## src/rtl/shift_count.sv

```systemverilog
// Per-axis motion-event accumulator: classifies signed dx/dy samples and
// publishes saturated per-direction event counts plus same-magnitude flags once per window.
module shift_count #(
  parameter int unsigned DW         = 8,
  parameter int unsigned DEAD_ZONE  = 2,
  parameter int unsigned SAME_TOL   = 1,
  parameter int unsigned WIN_FRAMES = 16
) (
  input  logic          clk,
  input  logic          rst_n,
  input  logic          en,
  input  logic          frame_start,
  input  logic          meas_vld,
  input  logic [DW-1:0] dx,
  input  logic [DW-1:0] dy,
  output logic [4:0]    dxo_cnt,
  output logic [4:0]    dxn_cnt,
  output logic [4:0]    dyo_cnt,
  output logic [4:0]    dyn_cnt,
  output logic          x_same,
  output logic          y_same,
  output logic          cnt_vld
);

  localparam int unsigned CW = 5;
  localparam int unsigned MW = DW + 1;
  localparam logic [CW-1:0] CNT_MAX = '1;
  localparam logic [MW-1:0] DZ      = MW'(DEAD_ZONE);
  localparam logic [MW-1:0] TOL     = MW'(SAME_TOL);
  localparam logic [CW-1:0] WIN     = CW'(WIN_FRAMES);

  typedef enum logic [1:0] {IDLE, ARM, ACCUM} state_t;

  state_t state, state_nx;
  logic open_win, close_win, adv_frame, drop_win;

  logic [CW-1:0] frame_cnt;
  logic [CW-1:0] acc_xo, acc_xn, acc_yo, acc_yn;
  logic [CW-1:0] acc_xo_nx, acc_xn_nx, acc_yo_nx, acc_yn_nx;
  logic [MW-1:0] mag_xo, mag_xn, mag_yo, mag_yn;
  logic [MW-1:0] mag_xo_nx, mag_xn_nx, mag_yo_nx, mag_yn_nx;
  logic [MW-1:0] mag_x, mag_y;
  logic          take, ev_x, ev_y, xo_ev, xn_ev, yo_ev, yn_ev;

  // Magnitude in one extra bit so the most negative input maps to its true size.
  function automatic logic [MW-1:0] abs_ext(input logic [DW-1:0] d);
    logic [MW-1:0] e;
    e = {d[DW-1], d};
    return d[DW-1] ? MW'(~e + MW'(1)) : e;
  endfunction

  function automatic logic [CW-1:0] sat_inc(input logic [CW-1:0] c);
    return (c == CNT_MAX) ? c : c + CW'(1);
  endfunction

  function automatic logic same_mag(input logic [MW-1:0] p, input logic [MW-1:0] n);
    logic [MW-1:0] diff;
    diff = (p >= n) ? p - n : n - p;
    return (p != '0) && (n != '0) && (diff <= TOL);
  endfunction

  // Sample classification; x and y are independent.
  assign take  = (state == ACCUM) && en && meas_vld;
  assign mag_x = abs_ext(dx);
  assign mag_y = abs_ext(dy);
  assign ev_x  = mag_x > DZ;
  assign ev_y  = mag_y > DZ;
  assign xo_ev = take && ev_x && !dx[DW-1];
  assign xn_ev = take && ev_x &&  dx[DW-1];
  assign yo_ev = take && ev_y && !dy[DW-1];
  assign yn_ev = take && ev_y &&  dy[DW-1];

  assign acc_xo_nx = xo_ev ? sat_inc(acc_xo) : acc_xo;
  assign acc_xn_nx = xn_ev ? sat_inc(acc_xn) : acc_xn;
  assign acc_yo_nx = yo_ev ? sat_inc(acc_yo) : acc_yo;
  assign acc_yn_nx = yn_ev ? sat_inc(acc_yn) : acc_yn;
  assign mag_xo_nx = xo_ev ? mag_x : mag_xo;
  assign mag_xn_nx = xn_ev ? mag_x : mag_xn;
  assign mag_yo_nx = yo_ev ? mag_y : mag_yo;
  assign mag_yn_nx = yn_ev ? mag_y : mag_yn;

  always_ff @(posedge clk or negedge rst_n) begin
    if (!rst_n) state <= IDLE;
    else        state <= state_nx;
  end

  // Next state and window control strobes; en low wins over everything.
  always_comb begin
    state_nx  = state;
    open_win  = 1'b0;
    close_win = 1'b0;
    adv_frame = 1'b0;
    drop_win  = 1'b0;
    case (state)
      IDLE: if (en) state_nx = ARM;
      ARM: begin
        if (!en) begin
          state_nx = IDLE;
        end else if (frame_start) begin
          state_nx = ACCUM;
          open_win = 1'b1;
        end
      end
      ACCUM: begin
        if (!en) begin
          state_nx = IDLE;
          drop_win = 1'b1;
        end else if (frame_start) begin
          if (frame_cnt == WIN) close_win = 1'b1;
          else                  adv_frame = 1'b1;
        end
      end
      default: state_nx = IDLE;
    endcase
  end

  // Accumulators, last magnitudes, frame counter and published outputs.
  always_ff @(posedge clk or negedge rst_n) begin
    if (!rst_n) begin
      frame_cnt <= '0;
      acc_xo    <= '0;
      acc_xn    <= '0;
      acc_yo    <= '0;
      acc_yn    <= '0;
      mag_xo    <= '0;
      mag_xn    <= '0;
      mag_yo    <= '0;
      mag_yn    <= '0;
      dxo_cnt   <= '0;
      dxn_cnt   <= '0;
      dyo_cnt   <= '0;
      dyn_cnt   <= '0;
      x_same    <= 1'b0;
      y_same    <= 1'b0;
      cnt_vld   <= 1'b0;
    end else begin
      cnt_vld <= close_win;
      if (open_win || drop_win || close_win) begin
        frame_cnt <= drop_win ? CW'(0) : CW'(1);
        acc_xo    <= '0;
        acc_xn    <= '0;
        acc_yo    <= '0;
        acc_yn    <= '0;
        mag_xo    <= '0;
        mag_xn    <= '0;
        mag_yo    <= '0;
        mag_yn    <= '0;
      end else begin
        acc_xo <= acc_xo_nx;
        acc_xn <= acc_xn_nx;
        acc_yo <= acc_yo_nx;
        acc_yn <= acc_yn_nx;
        mag_xo <= mag_xo_nx;
        mag_xn <= mag_xn_nx;
        mag_yo <= mag_yo_nx;
        mag_yn <= mag_yn_nx;
        if (adv_frame) frame_cnt <= frame_cnt + CW'(1);
      end
      // Publish includes any event landing in the closing cycle.
      if (close_win) begin
        dxo_cnt <= acc_xo_nx;
        dxn_cnt <= acc_xn_nx;
        dyo_cnt <= acc_yo_nx;
        dyn_cnt <= acc_yn_nx;
        x_same  <= same_mag(mag_xo_nx, mag_xn_nx);
        y_same  <= same_mag(mag_yo_nx, mag_yn_nx);
      end
    end
  end

endmodule

```

## config.mk

```make
export PLATFORM = sky130hd
export DESIGN_NAME = shift_count
export DESIGN_NICKNAME = d
export VERILOG_FILES = /design/src/rtl/shift_count.sv
export SDC_FILE = /design/constraint.sdc
export NUM_CORES = 1
export LEC_CHECK = 0
export CAP_MARGIN = 20
export CORE_ASPECT_RATIO = 1.25
export CORE_UTILIZATION = 50
export CTS_CLUSTER_DIAMETER = 40
export DETAILED_ROUTE_END_ITERATION = 7
export PLACE_DENSITY = 0.74
export SLEW_MARGIN = 20
export SYNTH_ARGS = -nofsm -noshare
export SYNTH_HDL_FRONTEND = slang
export SYNTH_SLANG_ARGS = --single-unit
```

## constraint.sdc

```tcl
create_clock -name clk -period 11.75 [get_ports clk]
set_input_delay 2.35 -clock clk [delete_from_list [all_inputs] [get_ports clk]]
set_output_delay 2.35 -clock clk [all_outputs]
set_load 0.05 [all_outputs]
```

# After elaboration in Yosys (flattened, before gate mapping)
# Index checks and enable logic that the tools add are counted.
[totals] ff_bits=86 latchBits=0 ram_bits=0 rom_bits=0 inputBits=21 out_inout_bits=23 word_cells=114 n_memories=0
[classes] addsub=11 mul=0 div=0 magnitude_cmp=6 n_eq_ne=10 n_shift=0 n_mux=45 bitwise=2 n_reduce_logical=23
[ops] op="$mux 9" n=12
[ops] op="$mux 5" n=14
[ops] op="$reduce_bool 9->1" n=4
[ops] op="$sub 9x9->9" n=4
[ops] op="$add 5x1->5 const B" n=5
[ops] op="$eq 5x5->1 const B" n=5
[ops] op="$add 9x1->9 const B" n=2
[ops] op="$ge 9x9->1" n=2
[ops] op="$gt 9x2->1 const B" n=2
[ops] op="$le 9x1->1 const B" n=2
[ops] op="$not 9->9" n=2
[ops] op="$mux 1" n=14
[ops] op="$logic_and 1x1->1" n=12
[ops] op="$mux 2" n=4
[ops] op="$pmux 2 s3" n=1
[ops] op="$ne 2x2->1 const B" n=2
[ops] op="$ne 3x3->1 const B" n=1
[ops] op="$reduce_and 3->1" n=1
[ops] op="$eq 2x1->1 const B" n=1
[ops] op="$eq 2x2->1 const B" n=1
[ops] op="$logic_not 1->1" n=2
[ops] op="$logic_not 2->1" n=1
[ops] op="$logic_or 1x1->1" n=2
[ops] op="$reduce_bool 2->1" n=1

# Logic depth before layout (Yosys ltp)
# Gate-level depths: netlist of run 1.
[depth] depth_word=11 depth_mapped=23

# Worst setup path after synthesis of run 1
# No wires, ideal clock.
[synth_timing] kind="input to register" from="input port dx[0]" to="register x_same" setup_time_ps=95 arrival_time_ps=7312 required_time_ps=11655 path_slack_ps=4343 cell_stages=22 path_cell_list="buf_2 inv_1 ha_1 or3b_1 o31ai_1 a211o_1 a21oi_4 a21boi_0 clkbuf_1 mux2i_1 inv_1 ha_1 clkbuf_1 nand4_1 o221ai_1 a21oi_1 and2_1 a21oi_2 mux2_2 a2111oi_2 o22ai_1 o31ai_1"
[synth_between] elab_chain_len=11 word_cells_on_any_way=18 cone_classes="3 x add/sub; 3 x order compare; 4 x mux; 1 x bitwise; 7 x reduce/logical"
[synth_lines] element="start, declared" line_no="14" text="input logic [DW-1:0] dx,"
[synth_lines] element="$not 9->9" line_no="49" text="return d[DW-1] ? MW'(~e + MW'(1)) : e;"
[synth_lines] element="$add 9x1->9" line_no="49"
[synth_lines] element="$mux 9 (*)" line_no="49"
[synth_lines] element="$gt 9x2->1" line_no="66" text="assign ev_x = mag_x > DZ;"
[synth_lines] element="$logic_and 1x1->1" line_no="68, 69"
[synth_lines] element="$logic_and 1x1->1 (on tied branches)" line_no="69, 68"
[synth_lines] element="$mux 9 (on tied branches)" line_no="78, 77"
[synth_lines] element="$sub 9x9->9 or $ge 9x9->1 (tied branches)" line_no="58" text="diff = (p >= n) ? p - n : n - p;"
[synth_lines] element="$mux 9" line_no="58"
[synth_lines] element="$le 9x1->1" line_no="59" text="return (p != '0) && (n != '0) && (diff <= TOL);"
[synth_lines] element="$logic_and 1x1->1 (*)" line_no="59"
[synth_lines] element="end signal, assigned" line_no="165" text="x_same <= same_mag(mag_xo_nx, mag_xn_nx);"
[synth_lines] element="end, declared" line_no="20" text="output logic x_same,"
# Mark *: on every way between the ends. The rest lies on a longest branch, timed or not.
# A chain may end at the register's enable or synchronous reset.

# Worst setup path after layout of run 1
# Same ends and word-level chain as after synthesis.

==> qor.csv, run 1 <==
metric;value;unit
reg-to-reg startpoint;state[0];
critical-path maximum fanout;8;
Buf/Inv on CP;2;
die area;0.0130;mm2
actual slew at the worst max-slew pin;0.849;ns
Fin. Hold Viols;0;
CTS root buffer;clkbuf_16;
worst reg2reg setup slack;6.55;ns
CP Data Arrival Time;8.27;ns
CP Depth;20;
total track usage;26.1;%
I/O pin cnt;44;
sequential area share after synthesis;34.4;%
Hold WC Path Type;flop to flop;
critical path's slowest cell;a21oi_1;
ANT nets after route;0;
placed cell area;0.00681;mm2
DP HPWL;12000;um
slowest stage delay, CP;0.71;ns
Critical Path End Type;flop;
hold buffers post-CTS;0;
hold slack;0.484;ns
mean number of vias per cell;5.89;
FMAX;125;MHz
Starting DRT DRC Count;240;
Tcrit/Tclk final;68.3;%
Final nets;825;
post-layout power;0.000943;W
RSZ-0062 raised after global routing;false;
#FFs+latches synth;86;
Reg-to-Reg End;x_same;
Core Util, Final;58.8;%
CP Launch Type;primary input;
final wirelength;16000;um
CTS H-tree depth;3;
vias;5468;
Post-Route Skew;0.0123;ns
core area;0.0122;mm2
layout cells sized above 1;6.67;%
end point of the critical path;x_same;
Avg Cell Area, Syn;8.55;um2
status;complete, no violations;
die span in y;127;um
final setup fails;0;
async set-or-reset flop fraction in the synthesized netlist;100;%
Lkg Pwr;3.53;nW
Num CTS Buffers;9;
CTS Buffer Depth;2;
Yosys warning count;0;
Worst Setup SP;dx[0];
Max VDD drop;82.6;uV
Clock Latency Late Sink;0.35;ns
Data required, critical path;12.00;ns
drt first pass iters;5;
setup bufs post-CTS;0;
fin crit period;8.02;ns
CTS tree;yes;
ys flop type;dfrtp_1;
GPL Wtd Cong;0.891;
# resized after CTS;0;
WS Path Type;primary input to flop;
initial antenna violation count;0;
crit-path cells;clkdlybuf4s50_1 > inv_1 > ha_1 > or3b_1 > o31ai_1 > a211o_1 > a21oi_4 > a21oi_1 > mux2i_1 > ha_1 > nor2b_1 > o21a_1 > o21ai_1 > a21oi_1 > nor2_1 > a21oi_2 > mux2_2 > a2111oi_2 > o22ai_1 > o31ai_1;
vias in the first global route;5329;
port bufs;43;
max-slew violations;0;
maximum capacitance violations;0;
Synth Cell Area;0.00626;mm2
pin count of the biggest net entering global routing;52;
Final Cell Area;0.00716;mm2
first-pass GRT wire length;26100;um
DR DRC count;0;
Rows;45;
Die W;102;um
gr ovfl total;0;
Reg clk slew, reported paths;0.06;ns
Post-synth EDFFs;0;
area delta synth->final;14.3;%
Antenna Cells;0;
Clock Sink Count;86;
setup TNS;0;ns
Initial Util;51.5;%
Relative slew margins;41.9;%
Unique masters post-synth;77;
R2R cell count;15;
Mapped Nets;797;
CP top delay family;compound AO/OA/AOI/OAI gates;
Pwr Density;132;mW/mm2
Synth Instances;732;
post-DR wirelength/cell;17.3;um
## power breakdown
part / switching, W / internal (W) / leakage, nW
Clock: 0.000126 / 0.000210 / 0.168
Combinational: 0.000179 / 0.000118 / 2.17
Sequential: 0.00000663 / 0.000304 / 1.19
## state kept, by name, indices dropped and copies added, names as in the netlist, 2 cells and up
signal	flops
mag_yn	9
dxo_cnt	5
dyn_cnt	5
mag_xn	9
acc_xn	5
mag_yo	9
acc_yo	5
frame_cnt	5
dxn_cnt	5
acc_xo	5
mag_xo	9
dyo_cnt	5
acc_yn	5
state	2
## worst min-delay path, cell delays in order (launching register included)
cell and delay (ns):
dfrtp_1 0.34, nand2_1 0.04, o21ai_0 0.07
## per-layer routing
metal  vias to the layer above  GRT usage (%)  share of wire, %
met5                         -              0                 0
met4                         0           13.7               4.0
met3                        52           5.14               3.8
met2                       124           44.7                49
met1                      2645           30.5                43
li1                       2647              -                 -
## area by class of cell
| type | count | area, um2 |
|---|---|---|
| clock buffer | 10 | 229 |
| clock inverter | 6 | 116 |
| fill | 1124 | 5000 |
| inverter | 60 | 225 |
| multi-input combinational | 556 | 3770 |
| sequential | 86 | 2150 |
| tap | 164 | 205 |
| timing repair buffer | 47 | 458 |
## per-stage QoR
stage                     setup slack [ns]  cells
after floorplan                       4.34    732
after global placement                3.55    913
after detailed placement              3.37    913
after CTS                             3.70    929
after global routing                  3.16    929
final                                 3.73    929
## cell usage after synthesis (all sizes together) (5+ instances only)
| cell type | number | share of area, % |
|---|---|---|
| nand2b | 7 | 0.70 |
| nor4 | 5 | 0.50 |
| a21o | 9 | 1.1 |
| nor3 | 12 | 0.96 |
| a31oi | 7 | 0.70 |
| o31ai | 8 | 1.3 |
| clkbuf | 27 | 1.6 |
| dfrtp | 86 | 34 |
| o21ai | 48 | 3.9 |
| xor2 | 12 | 1.7 |
| nand3 | 20 | 1.6 |
| mux2i | 24 | 3.9 |
| a21oi | 38 | 3.5 |
| nand4 | 15 | 1.5 |
| o21a | 6 | 0.72 |
| nor2b | 14 | 1.4 |
| mux2 | 11 | 2.0 |
| nand2 | 69 | 4.1 |
| o2111ai | 5 | 0.70 |
| inv | 60 | 3.6 |
| and2 | 9 | 0.90 |
| nor2 | 94 | 5.6 |
| xnor2 | 17 | 2.9 |
| o211ai | 6 | 0.72 |
| ha | 40 | 8.0 |
## cells by family after synthesis
group                    after synthesis  synth area share [%]
AO/OA/AOI/OAI                        182                  20.4
XOR/XNOR                              29                  4.60
adder cells (fa/ha/maj)               44                  9.27
buffers and inverters                 90                  5.56
flip-flops                            86                  34.4
multiplexers                          35                  5.88
AND/OR/NAND/NOR                      266                  19.9
## how the worst min path moves through the flow
stage	start	end	slack (ns)	cells past startpoint
3_5_place_dp	x_same	x_same	0.47	2
3_3_place_gp	dyn_cnt[3]	dyn_cnt[3]	0.46	2
5_1_grt	y_same	y_same	0.51	2
2_1_floorplan	mag_xn[8]	mag_xn[8]	0.48	2
6_report	dyo_cnt[1]	dyo_cnt[1]	0.48	2
4_1_cts	dyo_cnt[1]	dyo_cnt[1]	0.49	2
## cell usage in the layout (no fill, tap or decap), types with 14 or more instances in the layout
master           netlist  routed
nor2_1                94      94
dfrtp_1               86      86
nand2_1               69      69
inv_1                 59      59
o21ai_0               45      45
clkdlybuf4s50_1        0      42
ha_1                  40      40
a21oi_1               34      34
mux2i_1               23      23
nand3_1               20      20
nand4_1               15      15
xnor2_1               14      14
nor2b_1               14      14
(Power assumes the default switching activity.)
==> run 2: changes to the inputs <==
==> constraint.sdc (replaced) <==
create_clock -name clk -period 8 [get_ports clk]
set_input_delay 1.6 -clock clk [delete_from_list [all_inputs] [get_ports clk]]
set_output_delay 1.6 -clock clk [all_outputs]
set_load 0.05 [all_outputs]
==> run 2 against run 1 <==
Against the previous run: via count up 1.9%; critical path type unchanged; first-iteration DRC count up 32%; sequential power up 47%; utilization down 0.25 points; worst setup slack worse by 2.7 ns; total power up 39%; clock power up 20%; wire length up 2.7%; largest cell class unchanged.
==> qor.csv, run 2 (synthesized netlist as in run 1, its figures left out) <==
metric;value;unit;change
status;complete, no violations;;
sequential share of power;34.8;%;+1.8 points
post-layout power;0.00131;W;+39%
CTS tree;yes;;
clock group share of total power;30.7;%;-4.9 points
final setup fails;0;;unchanged
setup TNS;0;ns;unchanged
Critical Path End Type;flop;;
total track usage;26.4;%;+0.23 points
Fin. Hold Viols;0;;unchanged
port bufs;43;;unchanged
most frequent cells in the layout;nor2_1 (94), dfrtp_1 (86), nand2_1 (69), inv_1 (59), o21ai_0 (45);;
Final nets;830;;+0.61%
sw frac;35.7;%;+2.7 points
Initial Util;51.5;%;unchanged
initial antenna violation count;0;;unchanged
Worst Setup Slack, final;1.05;ns;-2.68 ns
vias in the first global route;5421;;+1.7%
fillers;1121;;-0.27%
Pwr Density;184;mW/mm2;+40%
drt first pass iters;5;;unchanged
I/O pin cnt;44;;unchanged
Hold WC Path Type;flop to flop;;
ANT nets after route;0;;unchanged
gr ovfl total;0;;unchanged
Comb pwr share;34.5;%;+3.1 points
vias;5572;;+1.9%
Clock Sink Count;86;;unchanged
FMAX;144;MHz;
CP Data Arrival Time;7.20;ns;-1.07 ns
hold buffers post-CTS;0;;unchanged
die span in y;127;um;unchanged
total internal power;0.000845;W;+34%
CTS H-tree depth;3;;unchanged
most common cell after layout, fill and taps aside;nor2_1;;
post-DR wirelength/cell;17.6;um;+2.1%
final wirelength;16500;um;+2.7%
Tcrit/Tclk final;86.9;%;
GPL Wtd Cong;1.03;;+16%
RSZ-0062 raised after global routing;false;;
setup bufs post-CTS;0;;unchanged
critical-path maximum fanout;13;;+5
area delta synth->final;13.9;%;
maximum capacitance violations;0;;unchanged
hold slack;0.485;ns;+0.00189 ns
fin crit period;6.95;ns;
actual slew at the worst max-slew pin;0.777;ns;-0.0715 ns
Lkg Pwr;3.52;nW;-0.52%
first-pass GRT wire length;26500;um;+1.7%
WS Path Type;primary input to flop;;
Starting DRT DRC Count;316;;+32%
Reg clk slew, reported paths;0.06;ns;about the same
NetSw;0.000469;W;+51%
max-slew violations;0;;unchanged
Antenna Cells;0;;unchanged
Num CTS Buffers;9;;unchanged
pre-CTS WS;0.741;ns;-2.62 ns
Post-Route Skew;0.00419;ns;-0.00808 ns
CTS Buffer Depth;2;;unchanged
Max VDD drop;102;uV;+24%
Clock Latency Late Sink;0.34;ns;about the same
Relative slew margins;48.2;%;+6.2 points
CP Launch Type;primary input;;
mean number of vias per cell;5.97;;+1.4%
CTS root buffer;clkbuf_16;;
die area;0.0130;mm2;unchanged
# resized after CTS;0;;unchanged
DP HPWL;12400;um;+2.9%
Die W;102;um;unchanged
pin count of the biggest net entering global routing;61;;+17%
layout cells sized above 1;7.14;%;+0.48 points
core area;0.0122;mm2;unchanged
DR DRC count;0;;unchanged
Rows;45;;unchanged
Data required, critical path;8.25;ns;-3.75 ns
==> run 2: cell count changes in the layout (fill, tap and decap cells not counted), sizes merged <==
cell and change:
buf +5, bufinv -3, clkinvlp +3, clkbuf +2, clkinv -1, inv -1
==> run 2: worst paths after layout <==
kind | from | end | slack (ns) | depth (start not counted)
worst max register to register | state[0] | x_same | 3.27 | 17
worst min register to register | dxn_cnt[2] | dxn_cnt[2] | 0.49 | 2
min in group asynchronous | rst_n | frame_cnt[2] | 1.16 | 1
max in group asynchronous | rst_n | dyo_cnt[3] | 5.75 | 2
worst max-delay path | dx[0] | x_same | 1.05 | 22
worst min-delay path | dxn_cnt[2] | dxn_cnt[2] | 0.49 | 2
==> run 2: layout make-up <==
class / count / area, um2 / area share, %
clock buffers: 12 / 246 / 3.46
clock inverters: 4 / 31.3 / 0.439
inverters: 60 / 225 / 3.16
multi-input cells: 556 / 3770 / 52.9
flip-flops and latches: 86 / 2150 / 30.2
well taps: 164 / 205 / 2.88
repair buffers: 52 / 495 / 6.95
==> run 2: per-layer routing <==
layer  part of all wire (%)  vias to the layer above  global-route usage (%)
li1                       -                     2648                       -
met1                     41                     2707                    31.0
met2                     52                      168                    46.3
met3                    3.6                       49                    2.46
met4                    4.0                        0                    15.0
met5                      0                        -                       0
==> run 2: power by group through the flow <==
| stage | Sequential, W | Combinational (W) | Clock [W] |
|---|---|---|---|
| detailed placement | 0.000465 | 0.000441 | 0 |
| global route | 0.000458 | 0.000493 | 0.000423 |
| global placement | 0.000464 | 0.000439 | 0 |
| CTS | 0.000457 | 0.000444 | 0.000409 |
| finish | 0.000457 | 0.000454 | 0.000404 |
| floorplan | 0.000462 | 0.000323 | 0 |
==> run 2: worst max-delay path, stage by stage <==
cell and delay [ns]:
clkdlybuf4s50_1 0.57, inv_1 0.12, ha_1 0.20, or3b_1 0.41, o31ai_1 0.34, a211o_1 0.20
a21oi_4 0.09, a21boi_1 0.15, buf_4 0.23, mux2i_1 0.41, inv_1 0.14, ha_1 0.35
nor2b_1 0.15, o21a_1 0.16, o21ai_1 0.48, a21oi_1 0.15, nor2_1 0.25, a21oi_2 0.14
mux2_2 0.35, a2111oi_2 0.35, o22ai_1 0.12, o31ai_1 0.24
==> run 2: through the flow <==
stage	area (um2)	utilization, %	cells
finish	7130	58.6	934
global placement	6850	56.3	918
global route	7130	58.6	934
floorplan	6260	-	732
CTS	7130	58.6	934
detailed placement	6850	56.3	918
